File: config.mk
export PLATFORM = sky130hd
export DESIGN_NAME = pc_fetch_unit_flat
export DESIGN_NICKNAME = d
export VERILOG_FILES = /design/src/rtl/pc_fetch_unit_if.sv /design/src/rtl/pc_fetch_unit.sv /design/src/flat_wrapper.sv
export SDC_FILE = /design/constraint.sdc
export NUM_CORES = 1
export LEC_CHECK = 0
export CORE_UTILIZATION = 45
export CTS_CLUSTER_SIZE = 25
export DETAILED_ROUTE_END_ITERATION = 10
export PLACE_DENSITY = 0.81
export SETUP_SLACK_MARGIN = 0.5
export SLEW_MARGIN = 20
export SYNTH_ARGS = -nofsm -noshare
export SYNTH_HDL_FRONTEND = slang
export SYNTH_SLANG_ARGS = --single-unit
File: constraint.sdc
create_clock -name clk -period 2.7 [get_ports clk]
set_input_delay 0.54 -clock clk [delete_from_list [all_inputs] [get_ports clk]]
set_output_delay 0.54 -clock clk [all_outputs]
set_load 0.02 [all_outputs]
File: src/rtl/pc_fetch_unit_if.sv
// rtl/pc_fetch_unit_if.sv - instruction memory request/acknowledge bundle
//
// Purpose: groups the fetch handshake between pc_fetch_unit and instruction memory.
// Signals:
//   imem_req   fetch request, driven by the fetch unit
//   imem_addr  fetch address, driven by the fetch unit
//   imem_ack   memory returns data this cycle, driven by memory
//   imem_rdata instruction word, valid when imem_ack=1, driven by memory
// Modports: master = fetch unit side, slave = memory side.

interface pc_fetch_unit_if;
   logic        imem_req;
   logic [31:0] imem_addr;
   logic        imem_ack;
   logic [31:0] imem_rdata;

   modport master (
      output imem_req,
      output imem_addr,
      input  imem_ack,
      input  imem_rdata
   );

   modport slave (
      input  imem_req,
      input  imem_addr,
      output imem_ack,
      output imem_rdata
   );
endinterface

File: src/rtl/pc_fetch_unit.sv
// rtl/pc_fetch_unit.sv - architectural PC register with handshaked, stallable instruction fetch
//
// Purpose: holds the PC, fetches the instruction at PC over a req/ack handshake,
// presents it to decode/next-PC logic and loads the next PC on commit.
// Ports:
//   clk        system clock, all state updates on rising edge
//   rst        synchronous active-high reset
//   imem       instruction memory handshake (master side)
//   npc        next PC computed from current pc/Ins
//   commit     current instruction done; load npc into PC
//   stall      hold current instruction; overrides commit
//   pc         current instruction address
//   Ins        latched instruction word
//   ins_valid  Ins valid for decode and next-PC logic
//   fault      sticky fault flag (misaligned npc or fetch timeout)
//   fault_pc   offending address
//   retired    count of committed instructions
// Every output comes straight from a register.

module pc_fetch_unit #(
   parameter logic [31:0] RESET_PC    = 32'h0000_3000,
   parameter int unsigned ACK_TIMEOUT = 16
) (
   input  logic                   clk,
   input  logic                   rst,
   pc_fetch_unit_if.master        imem,
   input  logic [31:0]            npc,
   input  logic                   commit,
   input  logic                   stall,
   output logic [31:0]            pc,
   output logic [31:0]            Ins,
   output logic                   ins_valid,
   output logic                   fault,
   output logic [31:0]            fault_pc,
   output logic [31:0]            retired
);

   typedef enum logic [1:0] {
      S_BOOT,
      S_REQ,
      S_HOLD,
      S_FAULT
   } state_t;

   // Last wait-counter value before the request is declared dead.
   localparam logic [7:0] CNT_LAST = 8'(ACK_TIMEOUT - 1);

   state_t      state_q, state_d;
   logic [31:0] pc_q, pc_d;
   logic [31:0] ins_q, ins_d;
   logic        valid_q, valid_d;
   logic        req_q, req_d;
   logic        fault_q, fault_d;
   logic [31:0] fpc_q, fpc_d;
   logic [31:0] ret_q, ret_d;
   logic [7:0]  cnt_q, cnt_d;

   always_ff @(posedge clk) begin
      if (rst) begin
         state_q <= S_BOOT;
         pc_q    <= RESET_PC;
         ins_q   <= 32'h0;
         valid_q <= 1'b0;
         req_q   <= 1'b0;
         fault_q <= 1'b0;
         fpc_q   <= 32'h0;
         ret_q   <= 32'h0;
         cnt_q   <= 8'h0;
      end else begin
         state_q <= state_d;
         pc_q    <= pc_d;
         ins_q   <= ins_d;
         valid_q <= valid_d;
         req_q   <= req_d;
         fault_q <= fault_d;
         fpc_q   <= fpc_d;
         ret_q   <= ret_d;
         cnt_q   <= cnt_d;
      end
   end

   // imem_req is registered, so it is raised on the transition into S_REQ
   // and dropped on the transition out of it.
   always_comb begin
      state_d = state_q;
      pc_d    = pc_q;
      ins_d   = ins_q;
      valid_d = valid_q;
      req_d   = req_q;
      fault_d = fault_q;
      fpc_d   = fpc_q;
      ret_d   = ret_q;
      cnt_d   = cnt_q;

      case (state_q)
         S_BOOT: begin
            state_d = S_REQ;
            req_d   = 1'b1;
            cnt_d   = 8'h0;
         end
         S_REQ: begin
            if (imem.imem_ack) begin
               ins_d   = imem.imem_rdata;
               valid_d = 1'b1;
               req_d   = 1'b0;
               cnt_d   = 8'h0;
               state_d = S_HOLD;
            end else if (cnt_q == CNT_LAST) begin
               fault_d = 1'b1;
               fpc_d   = pc_q;
               req_d   = 1'b0;
               state_d = S_FAULT;
            end else begin
               cnt_d = cnt_q + 8'd1;
            end
         end
         S_HOLD: begin
            if (commit && !stall) begin
               valid_d = 1'b0;
               if (npc[1:0] == 2'b00) begin
                  pc_d    = npc;
                  ret_d   = ret_q + 32'd1;
                  req_d   = 1'b1;
                  cnt_d   = 8'h0;
                  state_d = S_REQ;
               end else begin
                  fault_d = 1'b1;
                  fpc_d   = npc;
                  state_d = S_FAULT;
               end
            end
         end
         S_FAULT: begin
            req_d   = 1'b0;
            valid_d = 1'b0;
         end
         default: begin
            state_d = S_BOOT;
         end
      endcase
   end

   assign imem.imem_req  = req_q;
   assign imem.imem_addr = pc_q;
   assign pc             = pc_q;
   assign Ins            = ins_q;
   assign ins_valid      = valid_q;
   assign fault          = fault_q;
   assign fault_pc       = fpc_q;
   assign retired        = ret_q;

endmodule

File: src/flat_wrapper.sv
// flat-port wrapper written by rule: the top's interface ports become plain ports
module pc_fetch_unit_flat 
#(
   parameter logic [31:0] RESET_PC    = 32'h0000_3000,
   parameter int unsigned ACK_TIMEOUT = 16
)
  (clk, rst, npc, commit, stall, pc, Ins, ins_valid, fault, fault_pc, retired, imem_imem_req, imem_imem_addr, imem_imem_ack, imem_imem_rdata);
  pc_fetch_unit_if imem_i ();
  input  logic clk;
  input  logic rst;
  input  logic [31:0] npc;
  input  logic commit;
  input  logic stall;
  output logic [31:0] pc;
  output logic [31:0] Ins;
  output logic ins_valid;
  output logic fault;
  output logic [31:0] fault_pc;
  output logic [31:0] retired;
  output wire logic [$bits(imem_i.imem_req)-1:0] imem_imem_req;
  output wire logic [$bits(imem_i.imem_addr)-1:0] imem_imem_addr;
  input wire logic [$bits(imem_i.imem_ack)-1:0] imem_imem_ack;
  input wire logic [$bits(imem_i.imem_rdata)-1:0] imem_imem_rdata;
  assign imem_imem_req = imem_i.imem_req;
  assign imem_imem_addr = imem_i.imem_addr;
  assign imem_i.imem_ack = imem_imem_ack;
  assign imem_i.imem_rdata = imem_imem_rdata;
  pc_fetch_unit #(.RESET_PC(RESET_PC), .ACK_TIMEOUT(ACK_TIMEOUT)) u_core (.clk(clk), .rst(rst), .imem(imem_i), .npc(npc), .commit(commit), .stall(stall), .pc(pc), .Ins(Ins), .ins_valid(ins_valid), .fault(fault), .fault_pc(fault_pc), .retired(retired));
endmodule
== After elaboration in Yosys (flattened, before gate mapping) ==
Index checks and enable logic that the tools add are counted.
Cells by class
  reduce and logical (&&, ||, !) cells: 14
  eq/ne operators: 12
  mux-type cells: 28
  add/subtract/negate cells: 2
Operator list (count)
  32-bit 2-to-1 mux: 4
  32-bit case mux with 2 select lines: 1
  32-bit by 1-bit adder with 32-bit output (second input constant): 1
  8-bit 2-to-1 mux: 4
  8-bit case mux with 3 select lines: 1
  3-bit AND reduction: 4
  1-bit 2-to-1 mux: 10
  8-bit by 1-bit adder with 8-bit output (second input constant): 1
  8-bit by 4-bit == test with 1-bit output (second input constant): 1
  2-bit 2-to-1 mux: 4
  2-bit by 1-bit != test with 1-bit output (second input constant): 3
  2-bit != test (second input constant): 3
  2-bit case mux with 3 select lines: 1
  3-bit nonzero test: 2
  5-bit AND reduction: 1
  2-bit == test (second input constant): 2
  2-bit logical NOT: 2
  1-bit case mux with 4 select lines: 1
  4-bit AND reduction: 1
  3-bit by 2-bit != test with 1-bit output (second input constant): 1
  3-bit != test (second input constant): 1
  1-bit case mux with 3 select lines: 1
  2-bit by 1-bit == test with 1-bit output (second input constant): 1
  1-bit case mux with 2 select lines: 1
  4 further kinds: 4
Storage, ports and cells
  output and inout bits: 163
  bits in registers: 141

== Logic depth before layout (Yosys ltp) ==
Gate-level depths: netlist of the first run.
  depth after elaboration: 4
  mapped depth: 9
  gate-level depth less buffers: 6

== Worst setup path before layout of the first run ==
No wires, ideal clock.
  path type: flip-flop to flip-flop
  from: reg u_core.state_q[0]
  to: reg u_core.ret_q[28] (netlist: u_core.retired[28])
  path buffers: 2
  stages on the path, launching flop included: 9
  setup slack: 612 ps
  arrival time: 1967 ps
  setup time: 121 ps
  period minus slack after synthesis: 2088 ps
  cell sequence: dfxtp_1 > inv_1 > ha_1 > buf_2 > nor3b_2 > buf_2 > nand3_1 > nor4_1 > mux2_2
On the way
  cells in the longest elaborated chain, start to end: 2
Ends and longest elaborated chain
  start, declared: RTL line pc_fetch_unit.sv:48  | state_t state_q, state_d;
  start signal, assigned: RTL line pc_fetch_unit.sv:70  | state_q <= state_d;
  2-bit == test: RTL line pc_fetch_unit.sv:95  | case (state_q)
  3-bit AND reduction (no source line)
  end signal, assigned: RTL line pc_fetch_unit.sv:77  | ret_q <= ret_d;
  end, declared: RTL line pc_fetch_unit.sv:55  | logic [31:0] ret_q, ret_d;
Every way passes these cells.
A chain may end at the register's enable or synchronous reset.

== Final worst setup path of the first run ==
  from: in commit
  to: reg u_core.cnt_q[4]
On the way
  cells in the longest elaborated chain, start to end: 3
Ends and longest elaborated chain
  start, declared: RTL line flat_wrapper.sv:12  | input logic commit;
  1-bit logical AND: RTL line pc_fetch_unit.sv:118  | if (commit && !stall) begin
  2-bit by 1-bit != test with 1-bit output (no source line)
  4-bit AND reduction (no source line)
  end signal, assigned: RTL line pc_fetch_unit.sv:78  | cnt_q <= cnt_d;
  end, declared: RTL line pc_fetch_unit.sv:56  | logic [7:0] cnt_q, cnt_d;
Every way passes these cells.

==> results.py, run 1 <==
metrics = {
    "run_status": {
        "outcome": "finished clean",
    },
    "timing": {
        "final-hold-violation-count": 0,
        "setup_tns_ps": 0,
        "maxSlewViolCount": 0,
        "fmax_ghz": 0.469,
        "finalClockSkew_ps": 7.15,
        "rsz0062_at_grt": "true",
        "setup-violations-final": 0,
        "relSlewSlack": 0.579,
        "worstMarginPinSlew_ps": 625,
        "post-route-period-util": 0.790,
        "final.min_clock_period_ps": 2130,
    },
    "place": {
        "placed_area_sq_um": 8520,
        "port_buffers": 231,
        "hpwlAfterDp_mm": 11.8,
        "dpl.cell_count": 1086,
        "place_congestion": 0.804,
    },
    "clocking": {
        "cts_tree": "yes",
        "root_buffer": "clkbuf_16",
        "clock_sink_count": 141,
        "clkTransAtPathRegs_ps": 60,
        "clk_latency_ps": 420,
        "cts_made_buffers": 17,
        "clock_path_buffers": 2,
        "ctsHoldBuffers": 0,
        "htreeDepth": 4,
    },
    "global_routing": {
        "grt_overflow": 0,
        "grt_pass1_vias": 5476,
        "grt_max_degree": 53,
        "track_usage": 0.238,
        "grt_pass1_wl_mm": 27.0,
        "grt_antenna_before_repair": 0,
    },
    "worst_hold_path": {
        "hp-start": "u_core.Ins[18]",
        "hp-class": "flop to flop",
    },
    "synth": {
        "ys_seq_area_frac": 0.454,
        "synth_flop_cell": "dfxtp_1",
        "synth_area_sq_um": 6220,
        "ys_ff_latch": 141,
        "synth_fp_nets": 814,
        "ys_async_sr_fraction": 0,
        "synth_edf_count": 0,
        "synth_area_per_cell_sq_um": 8.41,
        "synth_cell_types": 48,
        "synth_cells": 740,
        "yosysWarnings": 0,
    },
    "worst_setup_path": {
        "end_kind": "flop",
        "crit_family": "simple AND/OR/NAND/NOR gates",
        "critical_path_class": "input pin to flop",
        "slowest_delay_ps": 530,
        "worstPathCellList": "clkdlybuf4s50_1 > or4b_1 > a21o_1 > or4_1 > a21oi_1",
        "cpMaxStageDelayCell": "clkdlybuf4s50_1",
        "startpoint": "commit",
        "r2r_start": "u_core.retired[6]",
        "required_ps": 3040,
        "start_kind": "input pin",
        "crit_buf_inv": 1,
        "critPathMaxFanout": 5,
        "cp.arrival_ps": 2470,
    },
    "die": {
        "dieHeight_um": 120,
        "placementRows": 42,
        "dieArea_sq_um": 14300,
        "core_area_sq_um": 13300,
        "die_w_um": 120,
        "boundaryPins": 232,
        "start_util": 0.466,
    },
    "layout": {
        "design_area_sq_um": 9190,
        "drive_above_1_share": 0.0764,
        "num_antenna_cells": 0,
        "area_growth_pct": 47.7,
        "num-fill-cells": 1102,
        "fin_cells": 1118,
        "nNetsFinal": 1003,
    },
    "drt": {
        "wirelength_mm": 17.1,
        "wl_per_cell_um": 15.3,
        "avgViaCountPerCell": 5.35,
        "drt_iter0_drc": 298,
        "dr_wl_met2_mm": 8.11,
        "wl_met3_mm": 1.39,
        "antenna_left": 0,
        "via_count": 5980,
        "dr.pass1.iters": 5,
        "wl_met1_mm": 7.08,
        "top_layer": "met4",
        "drc": 0,
    },
    "pwr": {
        "ir_drop_uv": 470,
        "p_leak_nw": 3.06,
        "p_total_mw": 7.16,
        "p_per_area_nw_per_um2": 779,
    },
    "flow_run": {
        "cap_violations": 0,
    },
}
-- logic make-up after synthesis --
group           count (synthesis)  share of synthesized area
compound gates                198                      0.184
fa+ha+maj                       5                     0.0101
buf+inv                        95                     0.0817
xor+xnor                       10                     0.0141
simple gates                  256                      0.200
mux                            35                     0.0569
flops                         141                      0.454
-- timing repair --
item / in CTS / in global routing
buffers inserted: 0 / 0
endpoints found under the setup margin: 0 / 17
gates resized for setup: 0 / 4
-- where the power goes --
part	switching, mW	internal (mW)	leakage (nW)	total, mW
registers	0.140	2.32	1.14	2.46
logic	1.20	0.970	1.60	2.17
clock network	0.867	1.67	0.318	2.53
-- state kept, by name (all words and copies together), names as in the netlist --
signal and cells:
u_core.retired 32, u_core.imem.imem_req 1, u_core.state_q 2, u_core.ins_valid 1, u_core.cnt_q 8, u_core.imem.imem_addr 32, u_core.fault 1, u_core.fault_pc 32
u_core.Ins 32
-- metrics by stage --
step / worst slack (ps) / hold slack, ps / util
finish: 568 / 451 / 0.688
global route: 482 / 469 / 0.688
CTS: 532 / 453 / 0.687
detailed placement: 105 / 445 / 0.638
global placement: 152 / 441 / 0.638
floorplan: 612 / 467 / -
-- layer usage --
layer / vias to the layer above / global-route usage
li1: 2967 / -
met1: 2769 / 0.280
met2: 209 / 0.390
met3: 35 / 0.0789
met4: 0 / 0.110
met5: - / 0
-- Yosys cell counts (all sizes together) (4+ instances only) --
cell | instances | area share
a211oi | 32 | 0.039
a21oi | 127 | 0.10
and2 | 6 | 0.0060
and4 | 5 | 0.0070
buf | 50 | 0.055
clkbuf | 35 | 0.021
dfxtp | 141 | 0.45
ha | 5 | 0.010
inv | 10 | 0.0060
mux2i | 32 | 0.051
nand2 | 142 | 0.086
nand3 | 15 | 0.012
nand4 | 15 | 0.016
nor2 | 18 | 0.011
nor3 | 7 | 0.0056
nor4 | 5 | 0.0050
o21ai | 14 | 0.011
o31ai | 16 | 0.019
or3 | 8 | 0.0080
or4 | 17 | 0.021
xnor2 | 4 | 0.0056
xor2 | 6 | 0.0084
-- placed cells by master, fill, tap and decap left out, types with 16 or more instances in the layout --
cell type / n
clkbuf_16: 17
nor2_1: 17
nand2_1: 142
mux2i_1: 32
clkdlybuf4s50_1: 228
dfxtp_1: 141
o31ai_1: 16
or4_1: 16
buf_4: 21
a211oi_1: 32
a21oi_1: 127
-- path summary, 6_finish.rpt --
path	slack (ps)	to	cells past startpoint
hold / removal	450	u_core.Ins[18]	2
setup / recovery	570	u_core.cnt_q[4]	5
setup reg to reg	650	u_core.retired[25]	4
hold reg to reg	450	u_core.Ins[18]	2
-- cell type report --
class / instances / area, sq um / share of cell area
clock inverter: 10 / 159 / 0.0173
timing repair buffer: 255 / 2540 / 0.276
inverter: 10 / 37.5 / 0.00409
multi-input combinational: 504 / 2920 / 0.317
sequential: 141 / 2820 / 0.307
tap: 176 / 220 / 0.0240
clock buffer: 22 / 494 / 0.0538
-- worst reg2reg max path: stages, from the launching register on --
cell and delay, ps:
dfxtp_1 470, nand4_2 160, or4_4 670, or4_1 540
a21oi_1 150
No activity file was read; power rests on OpenSTA's default activity.
==> run 2, diff against run 1 <==
clock period = 2 ns   (was 2.7 ns; I/O delays follow)
==> results.py, run 2 (same netlist as run 1, synthesis figures left out) <==
metrics = {
    "timing": {
        "setup_tns_ps": -4.24,
        "post-route-worst-setup-slack_ps": -4.24,
        "relSlewSlack": 0.566,
        "setup-violations-final": 1,
        "worstMarginPinSlew_ps": 651,
        "rsz0062_at_grt": "true",
        "final.min_clock_period_ps": 2000,
        "fmax_ghz": 0.499,
        "maxSlewViolCount": 0,
        "fin_hold_ws_ps": 400,
        "post-route-period-util": 1.00,
        "final-hold-violation-count": 0,
        "finalClockSkew_ps": 7.22,
    },
    "worst_hold_path": {
        "min_to": "u_core.Ins[8]",
        "hp-class": "input pin to flop",
        "hold_depth": 2,
        "hp-start": "rst",
    },
    "worst_setup_path": {
        "end_kind": "flop",
        "critPathMaxFanout": 5,
        "critical_path_class": "flop to flop",
        "worstPathCellList": "inv_2 > ha_4 > buf_6 > buf_6 > or3b_4 > nor2_4 > buf_6 > buf_6 > clkbuf_16 > nand2_1 > a21oi_1",
        "regToRegSetupSlack_ps": -4,
        "crit_buf_inv": 6,
        "cp.arrival_ps": 2330,
        "start_kind": "flop",
        "cpMaxStageDelayCell": "or3b_4",
        "slowest_delay_ps": 400,
        "crit_path_frequent_cell": "buf_6",
        "r2r_start": "u_core.state_q[0]",
        "reg2regPathDepth": 11,
        "required_ps": 2330,
        "r2r_end": "u_core.imem.imem_addr[14]",
        "crit_family": "buffers and inverters",
    },
    "layout": {
        "drive_above_1_share": 0.475,
        "final_util": 0.824,
        "final_cell_mix": "nand2_1 (109), dfxtp_1 (98), a21oi_1 (74), clkdlybuf4s50_1 (63), clkdlybuf4s15_2 (52)",
        "num_antenna_cells": 0,
        "area_growth_pct": 76.8,
        "nNetsFinal": 1093,
        "design_area_sq_um": 11000,
        "final_common_cell": "nand2_1",
    },
    "pwr": {
        "ir_drop_uv": 698,
        "p_leak_nw": 4.24,
        "p_per_area_nw_per_um2": 992,
    },
    "run_status": {
        "outcome": "finished with violations",
        "violations": "setup timing",
    },
    "place": {
        "port_buffers": 231,
        "place_congestion": 0.765,
        "placed_area_sq_um": 9120,
        "hpwlAfterDp_mm": 12.2,
    },
    "die": {
        "core_area_sq_um": 13300,
        "placementRows": 42,
        "boundaryPins": 232,
        "dieArea_sq_um": 14300,
        "start_util": 0.466,
        "die_w_um": 120,
        "dieHeight_um": 120,
    },
    "drt": {
        "avgViaCountPerCell": 5.67,
        "antenna_left": 0,
        "via_count": 6851,
        "wl_per_cell_um": 18.7,
        "dr.pass1.iters": 5,
        "drc": 0,
        "wirelength_mm": 22.6,
        "drt_iter0_drc": 531,
    },
    "clocking": {
        "cts_tree": "yes",
        "clkTransAtPathRegs_ps": 60,
        "clock_path_buffers": 2,
        "root_buffer": "clkbuf_16",
        "clk_latency_ps": 410,
        "cts_made_buffers": 17,
        "clock_sink_count": 141,
        "htreeDepth": 4,
    },
    "global_routing": {
        "grt_antenna_before_repair": 0,
        "grt_pass1_vias": 6368,
        "grt_pass1_wl_mm": 32.8,
        "track_usage": 0.289,
        "grt_max_degree": 60,
        "grt_overflow": 0,
    },
    "flow_run": {
        "cap_violations": 0,
    },
}
## run 2: cell types whose count changed in the layout (fill, tap and decap cells not counted), sizes merged, moves of 5 or more
cell,before,now
buf,25,155
clkbuf,22,57
clkdlybuf4s15,0,81
clkdlybuf4s50,228,63
clkinv,4,9
dlygate4sd2,0,7
## run 2: worst register-to-register path: cells and delay by family, from the launching register on
family | cells | cell delay [ps]
buffers and inverters | 6 | 640
AND/OR/NAND/NOR | 3 | 630
flip-flops | 1 | 330
AO/OA/AOI/OAI | 1 | 170
adder cells (fa/ha/maj) | 1 | 160
## run 2: report_power, final
part           total [mW]  switching [mW]  leakage (nW)  internal (mW)
logic                4.73            2.39          2.82           2.35
registers            3.33           0.205          1.17           3.12
clock network        2.85            1.17         0.252           1.68
## run 2: area by class of cell
type                       instances  area, sq um
clock buffer                      21          440
timing repair buffer             342         3370
inverter                          10         37.5
tap                              176          220
clock inverter                    11         76.3
sequential                       141         2900
fill                             775         2350
multi-input combinational        507         3950
## run 2: metrics by stage
step	worst slack, ps	cells	total power [mW]
global route	-54.7	1208	11.3
finish	-4.24	1208	10.9
floorplan	120	740	5.54
detailed placement	-376	1113	6.77
global placement	-357	1113	6.72
CTS	115	1186	10.3
## run 2: per-layer routing
metal | part of all wire | global-route usage | wire [um] | vias up
met2 | 0.50 | 0.491 | 11400 | 344
met5 | 0 | 0 | 0 | -
met3 | 0.076 | 0.0841 | 1730 | 55
met1 | 0.40 | 0.355 | 8990 | 3280
met4 | 0.023 | 0.0805 | 523 | 0
li1 | - | - | - | 3172
## run 2: how the worst max path moves through the flow
stage / from / to / depth (start not counted)
after floorplan: npc[0] / u_core.cnt_q[3] / 5
after global routing: u_core.state_q[0] / u_core.imem.imem_addr[14] / 11
after CTS: u_core.retired[11] / u_core.retired[22] / 4
after global placement: npc[1] / u_core.cnt_q[3] / 5
after detailed placement: npc[1] / u_core.cnt_q[3] / 5
final: u_core.state_q[0] / u_core.imem.imem_addr[14] / 11
## run 2: what timing repair did
| item | in CTS | in global routing |
|---|---|---|
| resized for setup | 529 | 233 |
| hold buffers | 0 | 0 |
| pin swaps | 72 | 97 |
| setup buffers | 33 | 14 |
| setup endpoints to repair | 303 | 239 |
| cloned | 8 | 8 |
| endpoints found under the hold margin | 0 | 0 |
